==> config.mk <==
export PLATFORM = sky130hd
export DESIGN_NAME = alu4_result_stage_flat
export DESIGN_NICKNAME = d
export VERILOG_FILES = /design/src/rtl/alu4_result_stage_if.sv /design/src/rtl/alu4_result_stage.sv /design/src/flat_wrapper.sv
export SDC_FILE = /design/constraint.sdc
export NUM_CORES = 1
export LEC_CHECK = 0
export ABC_AREA = 0
export CORE_UTILIZATION = 40
export CTS_CLUSTER_DIAMETER = 200
export DETAILED_ROUTE_END_ITERATION = 16
export PLACE_DENSITY = 0.8
export SYNTH_ARGS = -nofsm -noshare
export SYNTH_HDL_FRONTEND = slang
export SYNTH_SLANG_ARGS = --single-unit
==> constraint.sdc <==
create_clock -name clk -period 1.2 [get_ports clk]
set_input_delay 0.3 -clock clk [delete_from_list [all_inputs] [get_ports clk]]
set_output_delay 0.3 -clock clk [all_outputs]
set_load 0.05 [all_outputs]
==> src/rtl/alu4_result_stage_if.sv <==
// Handshake bundle between the ALU result mux bank, the registered result stage and its consumer.
// The stage connects through the slave modport; the producer/consumer side uses master.
interface alu4_result_stage_if #(
    parameter int WIDTH = 4
);
    logic             in_valid;
    logic             in_ready;
    logic [2:0]       in_op;
    logic [WIDTH-1:0] in_result;
    logic             in_carry;
    logic             in_ovf;
    logic             out_valid;
    logic             out_ready;
    logic [WIDTH-1:0] out_result;
    logic [2:0]       out_op;
    logic [3:0]       out_flags;
    logic [7:0]       op_count;

    modport slave (
        input  in_valid, in_op, in_result, in_carry, in_ovf, out_ready,
        output in_ready, out_valid, out_result, out_op, out_flags, op_count
    );

    modport master (
        output in_valid, in_op, in_result, in_carry, in_ovf, out_ready,
        input  in_ready, out_valid, out_result, out_op, out_flags, op_count
    );
endinterface

==> src/rtl/alu4_result_stage.sv <==
// Registered ALU result stage: NZCV flag generation plus a 2-entry skid buffer.
// Optional macro ALU4_OPCOUNT_EN builds a saturating 8-bit delivered-transfer counter.
module alu4_result_stage #(
    parameter int         WIDTH      = 4,
    parameter logic [7:0] ARITH_MASK = 8'b1100_0000
) (
    input  logic                clk,
    input  logic                reset,
    alu4_result_stage_if.slave  bus
);
    localparam int EW = WIDTH + 7;

    typedef enum logic [1:0] {
        EMPTY,
        ONE,
        TWO
    } state_t;

    state_t        state_q, state_d;
    logic [EW-1:0] head_q, head_d;
    logic [EW-1:0] skid_q, skid_d;
    logic [EW-1:0] new_entry;
    logic [3:0]    new_flags;
    logic          arith;
    logic          in_ready;
    logic          out_valid;
    logic          accept;
    logic          deliver;

    assign in_ready  = (state_q != TWO);
    assign out_valid = (state_q != EMPTY);
    assign accept    = bus.in_valid & in_ready;
    assign deliver   = out_valid & bus.out_ready;

    // Carry and overflow only mean something for adder opcodes.
    always_comb begin
        arith     = ARITH_MASK[bus.in_op];
        new_flags = {bus.in_result[WIDTH-1], (bus.in_result == '0),
                     arith & bus.in_carry, arith & bus.in_ovf};
        new_entry = {bus.in_result, bus.in_op, new_flags};
    end

    always_comb begin
        state_d = state_q;
        head_d  = head_q;
        skid_d  = skid_q;
        unique case (state_q)
            EMPTY: begin
                if (accept) begin
                    head_d  = new_entry;
                    state_d = ONE;
                end
            end
            ONE: begin
                if (accept && deliver) begin
                    head_d = new_entry;
                end else if (accept) begin
                    skid_d  = new_entry;
                    state_d = TWO;
                end else if (deliver) begin
                    state_d = EMPTY;
                end
            end
            TWO: begin
                if (deliver) begin
                    head_d  = skid_q;
                    state_d = ONE;
                end
            end
            default: state_d = EMPTY;
        endcase
    end

    always_ff @(posedge clk) begin
        if (reset) begin
            state_q <= EMPTY;
            head_q  <= '0;
            skid_q  <= '0;
        end else begin
            state_q <= state_d;
            head_q  <= head_d;
            skid_q  <= skid_d;
        end
    end

    assign bus.in_ready   = in_ready;
    assign bus.out_valid  = out_valid;
    assign bus.out_result = head_q[EW-1 -: WIDTH];
    assign bus.out_op     = head_q[6:4];
    assign bus.out_flags  = head_q[3:0];

`ifdef ALU4_OPCOUNT_EN
    logic [7:0] count_q, count_d;

    always_comb begin
        count_d = count_q;
        if (deliver && (count_q != 8'hFF)) begin
            count_d = count_q + 8'd1;
        end
    end

    always_ff @(posedge clk) begin
        if (reset) begin
            count_q <= 8'd0;
        end else begin
            count_q <= count_d;
        end
    end

    assign bus.op_count = count_q;
`else
    assign bus.op_count = 8'd0;
`endif
endmodule

==> src/flat_wrapper.sv <==
// flat-port wrapper written by rule: the top's interface ports become plain ports
module alu4_result_stage_flat 
#(
    parameter int         WIDTH      = 4,
    parameter logic [7:0] ARITH_MASK = 8'b1100_0000
)
  (clk, reset, bus_in_valid, bus_in_op, bus_in_result, bus_in_carry, bus_in_ovf, bus_out_ready, bus_in_ready, bus_out_valid, bus_out_result, bus_out_op, bus_out_flags, bus_op_count);
  alu4_result_stage_if #(.WIDTH(WIDTH)) bus_i ();
  input  logic clk;
  input  logic reset;
  input wire logic [$bits(bus_i.in_valid)-1:0] bus_in_valid;
  input wire logic [$bits(bus_i.in_op)-1:0] bus_in_op;
  input wire logic [$bits(bus_i.in_result)-1:0] bus_in_result;
  input wire logic [$bits(bus_i.in_carry)-1:0] bus_in_carry;
  input wire logic [$bits(bus_i.in_ovf)-1:0] bus_in_ovf;
  input wire logic [$bits(bus_i.out_ready)-1:0] bus_out_ready;
  output wire logic [$bits(bus_i.in_ready)-1:0] bus_in_ready;
  output wire logic [$bits(bus_i.out_valid)-1:0] bus_out_valid;
  output wire logic [$bits(bus_i.out_result)-1:0] bus_out_result;
  output wire logic [$bits(bus_i.out_op)-1:0] bus_out_op;
  output wire logic [$bits(bus_i.out_flags)-1:0] bus_out_flags;
  output wire logic [$bits(bus_i.op_count)-1:0] bus_op_count;
  assign bus_i.in_valid = bus_in_valid;
  assign bus_i.in_op = bus_in_op;
  assign bus_i.in_result = bus_in_result;
  assign bus_i.in_carry = bus_in_carry;
  assign bus_i.in_ovf = bus_in_ovf;
  assign bus_i.out_ready = bus_out_ready;
  assign bus_in_ready = bus_i.in_ready;
  assign bus_out_valid = bus_i.out_valid;
  assign bus_out_result = bus_i.out_result;
  assign bus_out_op = bus_i.out_op;
  assign bus_out_flags = bus_i.out_flags;
  assign bus_op_count = bus_i.op_count;
  alu4_result_stage #(.WIDTH(WIDTH), .ARITH_MASK(ARITH_MASK)) u_core (.clk(clk), .reset(reset), .bus(bus_i));
endmodule
==> impl_results.md, run 1 <==
* Outcome: finished, violations left
* Violated checks: negative setup slack
* Met1 wire length at 1467 µm
* DR pass1 iterations at 4
* Worst R2R Setup Slack at -0.18 ns
* Hold Startpoint: u_core.skid_q[2]$_SDFFE_PP0P_
* Internal power at around 1.3 mW
* Clock power frac at about 22%
* Setup_tns at -2.258 ns
* Max stage delay on crit path at 0.40 ns
* Compound-Gate Fraction of Synth Area at about a quarter
* Mean routed wirelength per cell at approximately 18 µm
* DRC at 0
* Clk Latency, worst-skew pair at approximately 0.32 ns
* # setup viols final at 24
* DIE HEIGHT at 54.71 µm
* # diodes at 0
* Pin count of the biggest net entering global routing at 23
* Crit path max fanout at 6
* Highest Signal Layer: met4
* Max-cap violations at 0
* VDD IR max at 0.0007738 V
* P&R area growth vs syn at 62.84%
* Initial antenna violation count at 0
* Drt total wl at roughly 3600 µm
* Final worst slack at -0.2011 ns
* Number of synthesized flops with an enable pin at 0
* Worst r2r dst: u_core.state_q[0]$_SDFFE_PP0P_
* Crit path DAT at 1.10 ns
* Fin Hold WS at 0.4678 ns
* Peak Freq at 713.7 MHz
* Number of synthesized register bits at 22
* Core area at 2545 µm²
* Final instance area at 1809 µm²
* Worst hold path depth at 2
* Synth Area in Adders at 0%
* Combinational share of power at 34.8%
* Die X at 54.71 µm
* Syn_area_per_cell at approximately 8.5 µm²
* Crit end category: primary output
* CTS tree: built
* Critical path type: flop to primary output
* Multi-input gate area at 710.7 µm²
* Post-layout util at 71.09%
* WL met3 at 190 µm
* Minimum clock period at 1.401 ns
* Switching share of power at 34.32%
* Io pins at 34
* Worst setup SP type: flop
* Main flop type after synthesis: dfxtp_1
* H-tree Lvls at 1
* Detailed Route Iter0 Violations at 41
* CTS Sinks at 22
* Crit path required time at 0.90 ns
* Mux share of post-synthesis cell area at 0%
* Worst-path cell chain: or2_4 > buf_8
* DP HPWL at 1918 µm
* Pre-CTS WS at -0.5560 ns
* Reg2reg start: u_core.state_q[0]$_SDFFE_PP0P_
* Worst min path class: flop to flop
* Antenna Nets Post-Route at 0
* Clock buffer depth at 2
* Synth warn at 0
* GR Overflow Total at 0
* Fin Clk Skew at roughly 0.0021 ns
* Layout cells sized above 1 at 51.18%
* DIE AREA at around 3000 µm²
* Clock root buffer: clkbuf_4
* Worst path slowest cell: dfxtp_4
* Synth cell types at 26
* Tot GR Track Use at 23.71%
* Hold Fails Final Rpt at 0
* Vias per cell at 5.830
* Reg power frac at 42.9%
* Vias in the first global route at 1012
* Fill count at ~150
* Cell family with most CP delay: flip-flops
* Global-route wire length before repair at 4843 µm
* Largest family of logic cells by synthesized area: compound AO/OA/AOI/OAI gates
* Crit path buffers/inverters at 1
* RSZ-0062 raised after global routing: true
* Hold EP: u_core.skid_q[2]$_SDFFE_PP0P_
* # rows at 18
* Metal2 WL at 1796 µm
* Cell depth of the worst setup path at 2
* Post-Synth XOR/XNOR Area at 0%
* Final Max Tran Viols at 0
* Synthesized area at 1111 µm²
* GP Congestion at 0.8264
* Storage cell area at 462.9 µm²
* Total CTS buffers at 3
* Reg clk slew, reported paths at between 0.1 and 0.15 ns
* Post-synthesis simple-gate area fraction at between 20 and 25%
* Hold-fix buffers, CTS at 0
* Nets at 184
* Post-Synthesis Cells at 130
* Pwr Density at 1068 nW/µm²
* Initial Util at a little over two fifths
* Register-to-Register Path Depth at 4
* Ys async rst share at 0%
* I/O Buffers at 25
* Area after DPL at 1545 µm²
* Share of the clock period used by the worst path after layout at 116.8%
* Sw power at 0.6634 mW
* Total number of vias at 1166
* Post-synthesis sequential area ratio at 39.64%
* Leakage power at ~0.67 nW
-- worst reg2reg max path, stage by stage, from the launching register on --
cell     delay (ns)
dfxtp_4        0.41
buf_2          0.15
or3b_1         0.34
a21o_1         0.19
a21oi_1        0.19
-- what timing repair did --
action / 4_1_cts / 5_1_grt
gates cloned: 2 / 0
resized for setup: 42 / 17
endpoints found under the setup margin: 24 / 34
pin swaps: 18 / 4
setup buffers: 4 / 1
-- layout make-up --
type | count | area share [%]
Timing Repair Buffer | 48 | 30.84
Multi-Input combinational cell | 95 | 39.28
Sequential cell | 22 | 25.59
Tap cell | 30 | 2.075
Inverter | 1 | 0.2075
Clock buffer | 4 | 2.006
-- registers in the layout, indices dropped and copies added, names as in the netlist --
name	cells
u_core.head_q	10
u_core.state_q	2
u_core.skid_q	10
-- power groups by stage --
stage                     clock network (mW)  registers, mW  logic [mW]
after global routing                   0.459          0.832       0.699
after floorplan                            0          0.914       0.255
after detailed placement                   0          0.833       0.572
after CTS                              0.416          0.820       0.646
final                                  0.431          0.829       0.673
after global placement                     0          0.830       0.561
-- layout by cell type (no fill, tap or decap), types with 2 or more instances in the layout --
cell type        count
nand2_1             34
buf_4               19
buf_12              12
clkdlybuf4s50_1     10
dfxtp_1             10
a311oi_2             9
a211oi_2             9
dfxtp_2              9
conb_1               8
a21oi_2              6
a21oi_1              6
nand4_1              4
nand2_2              3
clkbuf_4             3
dfxtp_4              3
nor2b_4              2
dlygate4sd2_1        2
buf_8                2
buf_6                2
-- how the worst max path moves through the flow --
| stage | slack (ns) | to | start |
|---|---|---|---|
| 3_5_place_dp | -0.56 | u_core.head_q[0]$_SDFFE_PP0P_ | bus_out_ready |
| 4_1_cts | -0.18 | bus_out_valid | u_core.state_q[1]$_SDFFE_PP0P_ |
| 3_3_place_gp | -0.50 | u_core.head_q[3]$_SDFFE_PP0P_ | bus_in_valid |
| 2_1_floorplan | -0.001 | u_core.head_q[1]$_SDFFE_PP0P_ | u_core.state_q[1]$_SDFFE_PP0P_ |
| 5_1_grt | -0.23 | bus_out_valid | u_core.state_q[0]$_SDFFE_PP0P_ |
| 6_report | -0.20 | bus_out_valid | u_core.state_q[0]$_SDFFE_PP0P_ |
-- per-stage QoR --
step,cells,power [mW]
finish,200,1.933
global route,200,1.990
CTS,199,1.882
detailed placement,189,1.405
global placement,189,1.392
floorplan,137,1.169
-- cells by family (layout without fill, tap and decap cells) --
family,count (synthesis),after routing
buffers and inverters,20,53
DFF,22,22
AOI/OAI and AO/OA,35,35
and+or+nand+nor,52,52
other,1,8
-- synthesized netlist by cell type (all sizes together) (2+ instances only) --
library cell  number  area share (%)
nand2             37              12
dfxtp             22              40
buf               16             9.8
a21oi             12             5.4
a211oi            10             6.8
a311oi            10              12
nand4              4             2.3
clkbuf             3             1.0
a21o               2             1.4
nor2b              2             1.4
-- routing by layer --
layer / track usage (%) / up-vias
met5: 0 / -
met4: 12.39 / 0
met3: 3.611 / 16
met2: 40.76 / 66
met1: 27.93 / 558
li1: - / 526
No activity file was read; power rests on OpenSTA's default activity.
==> run 2: changes to the inputs <==
Settings changed: DONT_BUFFER_PORTS set to 1, HOLD_SLACK_MARGIN set to 0.1, PLACE_DENSITY 0.8 to 0.63.
==> impl_results.md, run 2 (synthesized netlist as in run 1, its figures left out) <==
* Register-to-Register Path Depth at 5
* Combinational share of power at 31.4%
* Reg clk slew, reported paths at 0.12 ns
* Peak Freq at 716.4 MHz
* Outcome: finished, violations left
* DRC at 0
* Mean routed wirelength per cell at approximately 16 µm
* VDD IR max at about 0.0007 V
* Hold Fails Final Rpt at 0
* Antenna Nets Post-Route at 0
* Tot GR Track Use at 19.91%
* DIE AREA at 2993 µm²
* Total CTS buffers at 3
* # setup viols final at 21
* Initial Util at approximately 44%
* Reg power frac at 45.5%
* Clk Latency, worst-skew pair at 0.32 ns
* P&R area growth vs syn at 46.62%
* Total number of vias at 1033
* Internal power at 1.196 mW
* Critical path type: flop to primary output
* DR pass1 iterations at 5
* I/O Buffers at 0
* Minimum clock period at 1.396 ns
* Regs by FF count: u_core.head_q x10, u_core.skid_q x10, u_core.state_q x2
* Switching share of power at 33.88%
* Crit end category: primary output
* Worst min path class: input port to flop
* Vias per cell at between 5 and 6
* Fin Clk Skew at 0.006243 ns
* Max stage delay on crit path at just under 0.4 ns
* Commonest non-fill, non-tap cell in the layout: nand2_1
* Slew margin rel. at 36.02%
* Share of the clock period used by the worst path after layout at 116.3%
* Nets at 170
* Tot Pwr at 1.809 mW
* Worst R2R Setup Slack at -0.15 ns
* Clock power frac at 23.1%
* Area after DPL at 1245 µm²
* GP Congestion at around 0.80
* DP HPWL at 1711 µm
* Final worst slack at -0.1958 ns
* Clock root buffer: clkbuf_4
* Most frequent cells in the layout: 37 x nand2_1, 15 x buf_6, 11 x a21oi_1, 11 x dfxtp_1
* Io pins at 34
* Pwr Density at 1110 nW/µm²
* Final Max Tran Viols at 0
* Leakage power at 0.6066 nW
* RSZ-0062 raised after global routing: true
* Final instance area at 1629 µm²
* Clock buffer depth at 2
* CTS tree: built
* Slew @ Worst Pin at 0.9597 ns
* Detailed Route Iter0 Violations at 35
* Worst setup SP type: flop
* # rows at 18
* # diodes at 0
* Pre-CTS WS at -0.1539 ns
* Drt total wl at just under 3000 µm
* Die X at 54.71 µm
* CTS Sinks at 22
* Core area at approximately 2500 µm²
* Worst hold path depth at 2
* Worst path slowest cell: dfxtp_2
* Initial antenna violation count at 0
* DIE HEIGHT at roughly 55 µm
* Max-cap violations at 0
* Crit path required time at 0.90 ns
* Violated checks: negative setup slack
* Post-layout util at 64.01%
* Global-route wire length before repair at between 4000 and 5000 µm
* Layout cells sized above 1 at 44.87%
* Sw power at ~0.61 mW
* GR Overflow Total at 0
* H-tree Lvls at 1
* Crit path DAT at ~1.1 ns
* Vias in the first global route at 897
* Crit path max fanout at 5
* Pin count of the biggest net entering global routing at 23
* Worst-path cell chain: nor2b_4 > inv_4 > buf_12
-- run 2: cell count changes in the layout (fill, tap and decap cells not counted), sizes merged --
cell	before	now
buf	36	27
dlymetal6s4s	0	1
dlygate4sd2	2	0
clkdlybuf4s50	10	0
dlygate4sd3	0	6
-- run 2: stage by stage --
| stage | hold WS (ns) | TNS, ns | cells |
|---|---|---|---|
| 2_1_floorplan | 0.3721 | -0.001262 | 137 |
| 3_3_place_gp | 0.3637 | -0.6880 | 168 |
| 3_5_place_dp | 0.3656 | -1.272 | 168 |
| 4_1_cts | 0.1001 | -3.718 | 183 |
| 5_1_grt | 0.1034 | -3.409 | 186 |
| 6_report | 0.1056 | -2.053 | 186 |
-- run 2: layout make-up --
type	instances	area [µm²]
Inverter	1	6.256
Timing Repair Buffer	34	369.1
Sequential cell	22	459.2
Tap cell	30	37.54
Multi-Input combinational cell	95	720.7
Clock buffer	4	36.28
Fill cell	194	915.9
-- run 2: metal layers --
layer / vias up / share of wire (%) / GRT usage (%)
li1: 494 / - / -
met1: 498 / 41 / 23.91
met2: 34 / 53 / 32.53
met3: 7 / 4.6 / 3.889
met4: 0 / 2.1 / 11.54
met5: - / 0 / 0
-- run 2: worst paths after layout --
check                                 start                            end
max          u_core.state_q[1]$_SDFFE_PP0P_                   bus_in_ready
max reg2reg  u_core.state_q[1]$_SDFFE_PP0P_  u_core.skid_q[1]$_SDFFE_PP0P_
min                            bus_in_op[1]  u_core.skid_q[5]$_SDFFE_PP0P_
min reg2reg   u_core.skid_q[8]$_SDFFE_PP0P_  u_core.skid_q[8]$_SDFFE_PP0P_
-- run 2: critical path, delay by kind of cell (launching register included) --
| kind | cells | cell delay [ns] |
|---|---|---|
| flops | 1 | 0.39 |
| simple gates | 1 | 0.20 |
| buf+inv | 2 | 0.20 |
-- run 2: power groups by stage --
stage / sequential [mW] / clock, mW / combinational, mW
2_1_floorplan: 0.914 / 0 / 0.255
3_3_place_gp: 0.813 / 0 / 0.407
3_5_place_dp: 0.816 / 0 / 0.412
4_1_cts: 0.806 / 0.426 / 0.499
5_1_grt: 0.828 / 0.449 / 0.596
6_report: 0.823 / 0.417 / 0.568
-- run 2: what timing repair did --
item / CTS / global route
endpoints found under the setup margin: 13 / 32
cloned: 1 / 2
buffers inserted: 5 / 0
hold endpoints to repair: 22 / 1
pin swaps: 7 / 9
gates resized for setup: 30 / 30
hold buffers: 6 / 1
==> run 3: changes to the inputs <==
Settings changed: CORE_MARGIN set to 8.
==> impl_results.md, run 3 (synthesized netlist as in run 1, its figures left out) <==
* Post-layout util at 64.83%
* Clock root buffer: clkbuf_4
* Crit path max fanout at 2
* Cell family with most CP delay: flip-flops
* Total CTS buffers at 3
* Mean routed wirelength per cell at roughly 18 µm
* Slew margin rel. at between 20 and 30%
* Register-to-Register Path Depth at 7
* Detailed Route Iter0 Violations at 75
* Crit path required time at 0.90 ns
* Io pins at 34
* DIE HEIGHT at 68.71 µm
* Vias per cell at 5.490
* Pin count of the biggest net entering global routing at 23
* Vias in the first global route at 1061
* I/O Buffers at 0
* Worst min path class: input port to flop
* Hold EP: u_core.skid_q[0]$_SDFFE_PP0P_
* RSZ-0062 raised after global routing: true
* Initial antenna violation count at 0
* Global-route wire length before repair at 5057 µm
* Area after DPL at between 1000 and 1500 µm²
* Pre-CTS WS at -0.09079 ns
* Max-cap violations at 0
* GP Congestion at 0.7983
* Total number of vias at around 1100
* Tot Pwr at approximately 2.0 mW
* Share of the clock period used by the worst path after layout at 122.2%
* DIE AREA at 4720 µm²
* Clk Latency, worst-skew pair at 0.33 ns
* Fin Clk Skew at about 0.0018 ns
* Final Max Tran Viols at 0
* Worst R2R Setup Slack at -0.25 ns
* Regs by FF count: u_core.head_q x10, u_core.skid_q x10, u_core.state_q x2
* Violated checks: negative setup slack
* DP HPWL at approximately 1900 µm
* Reg clk slew, reported paths at 0.13 ns
* Crit-path most repeated cell: buf_12
* Worst r2r dst: u_core.head_q[0]$_SDFFE_PP0P_
* DR pass1 iterations at 4
* H-tree Lvls at 1
* Final instance area at 1742 µm²
* Pwr Density at 1147 nW/µm²
* Slew @ Worst Pin at approximately 1.1 ns
* Outcome: finished, violations left
* Crit path DAT at approximately 1.2 ns
* VDD IR max at a little over 0.0007 V
* CTS Sinks at 22
* Drt total wl at between 3000 and 4000 µm
* Minimum clock period at 1.467 ns
* Hold Fails Final Rpt at 0
* # rows at 19
* # setup viols final at 24
* Commonest non-fill, non-tap cell in the layout: nand2_1
* GR Overflow Total at 0
* Worst-path cell chain: buf_12 > nor2b_4 > inv_4 > buf_12
* Worst setup SP type: flop
* Tot GR Track Use at between 10 and 15%
* Max stage delay on crit path at 0.38 ns
* P&R area growth vs syn at 56.76%
* Nets at 181
* Cell depth of the worst setup path at 4
* Worst hold path depth at 2
* Setup_tns at -3.703 ns
* Crit path buffers/inverters at 3
* Clock buffer depth at 2
* Worst path slowest cell: dfxtp_4
* Crit end category: primary output
* Leakage power at 0.6623 nW
* Most frequent cells in the layout: 36 x nand2_1, 17 x buf_6, 14 x buf_4, 10 x a311oi_2, 10 x dfxtp_1
* Die X at 68.71 µm
* Core area at about 2700 µm²
* DRC at 0
* Critical path type: flop to primary output
* Hold Startpoint: bus_in_op[2]
* Reg2reg start: u_core.state_q[0]$_SDFFE_PP0P_
* Layout cells sized above 1 at 50.90%
* # diodes at 0
* CTS tree: built
* Peak Freq at 681.7 MHz
* Initial Util at between 40 and 50%
* Final worst slack at -0.2669 ns
* Antenna Nets Post-Route at 0
## run 3: cell types whose count changed in the layout (fill, tap and decap cells not counted), moves of 2 or more
cell,before,now
a211oi_2,4,9
a211oi_4,6,1
buf_4,9,14
a21oi_1,11,8
a21oi_2,1,4
a311oi_1,2,0
a311oi_2,8,10
buf_6,15,17
dlygate4sd3_1,6,8
## run 3: per-layer routing
| metal | global-route usage (%) | vias up | share of wire (%) |
|---|---|---|---|
| met1 | 15.16 | 524 | 41 |
| met3 | 2.746 | 11 | 3.8 |
| li1 | - | 519 | - |
| met4 | 10.78 | 0 | 3.8 |
| met2 | 24.62 | 33 | 51 |
| met5 | 0 | - | 0 |
## run 3: what timing repair did
item | CTS | global route
cloned | 2 | 0
pin swaps | 21 | 8
endpoints found under the setup margin | 15 | 35
hold endpoints to repair | 22 | 2
resized for setup | 36 | 28
setup buffers | 6 | 7
hold buffers | 7 | 2
## run 3: worst max-delay path by stage
stage                                         startpoint                       endpoint  slack (ns)
final                     u_core.state_q[0]$_SDFFE_PP0P_                   bus_in_ready       -0.27
after global placement    u_core.state_q[0]$_SDFFE_PP0P_  u_core.head_q[6]$_SDFFE_PP0P_       -0.02
after CTS                 u_core.state_q[0]$_SDFFE_PP0P_                   bus_in_ready       -0.24
after floorplan           u_core.state_q[1]$_SDFFE_PP0P_  u_core.head_q[1]$_SDFFE_PP0P_      -0.001
after global routing      u_core.state_q[0]$_SDFFE_PP0P_                   bus_in_ready       -0.30
after detailed placement  u_core.state_q[1]$_SDFFE_PP0P_  u_core.head_q[0]$_SDFFE_PP0P_       -0.09
## run 3: cell type report
type,count,area [µm²]
repair buffers,44,464.2
clock buffers,3,22.52
clock inverters,1,30.03
fillers,202,944.7
multi-input cells,96,716.9
inverters,1,6.256
flip-flops and latches,22,462.9
well taps,31,38.79
## run 3: where the power goes
group          switching, mW  total [mW]  internal, mW  leakage, nW
logic                  0.349       0.602         0.253        0.449
clock network          0.247       0.586         0.338       0.0279
registers             0.0349       0.810         0.775        0.185
## run 3: stage by stage
step	std cells	hold slack [ns]
finish	198	0.1095
global route	198	0.1304
global placement	170	0.3644
detailed placement	170	0.3663
floorplan	137	0.3721
CTS	189	0.1018
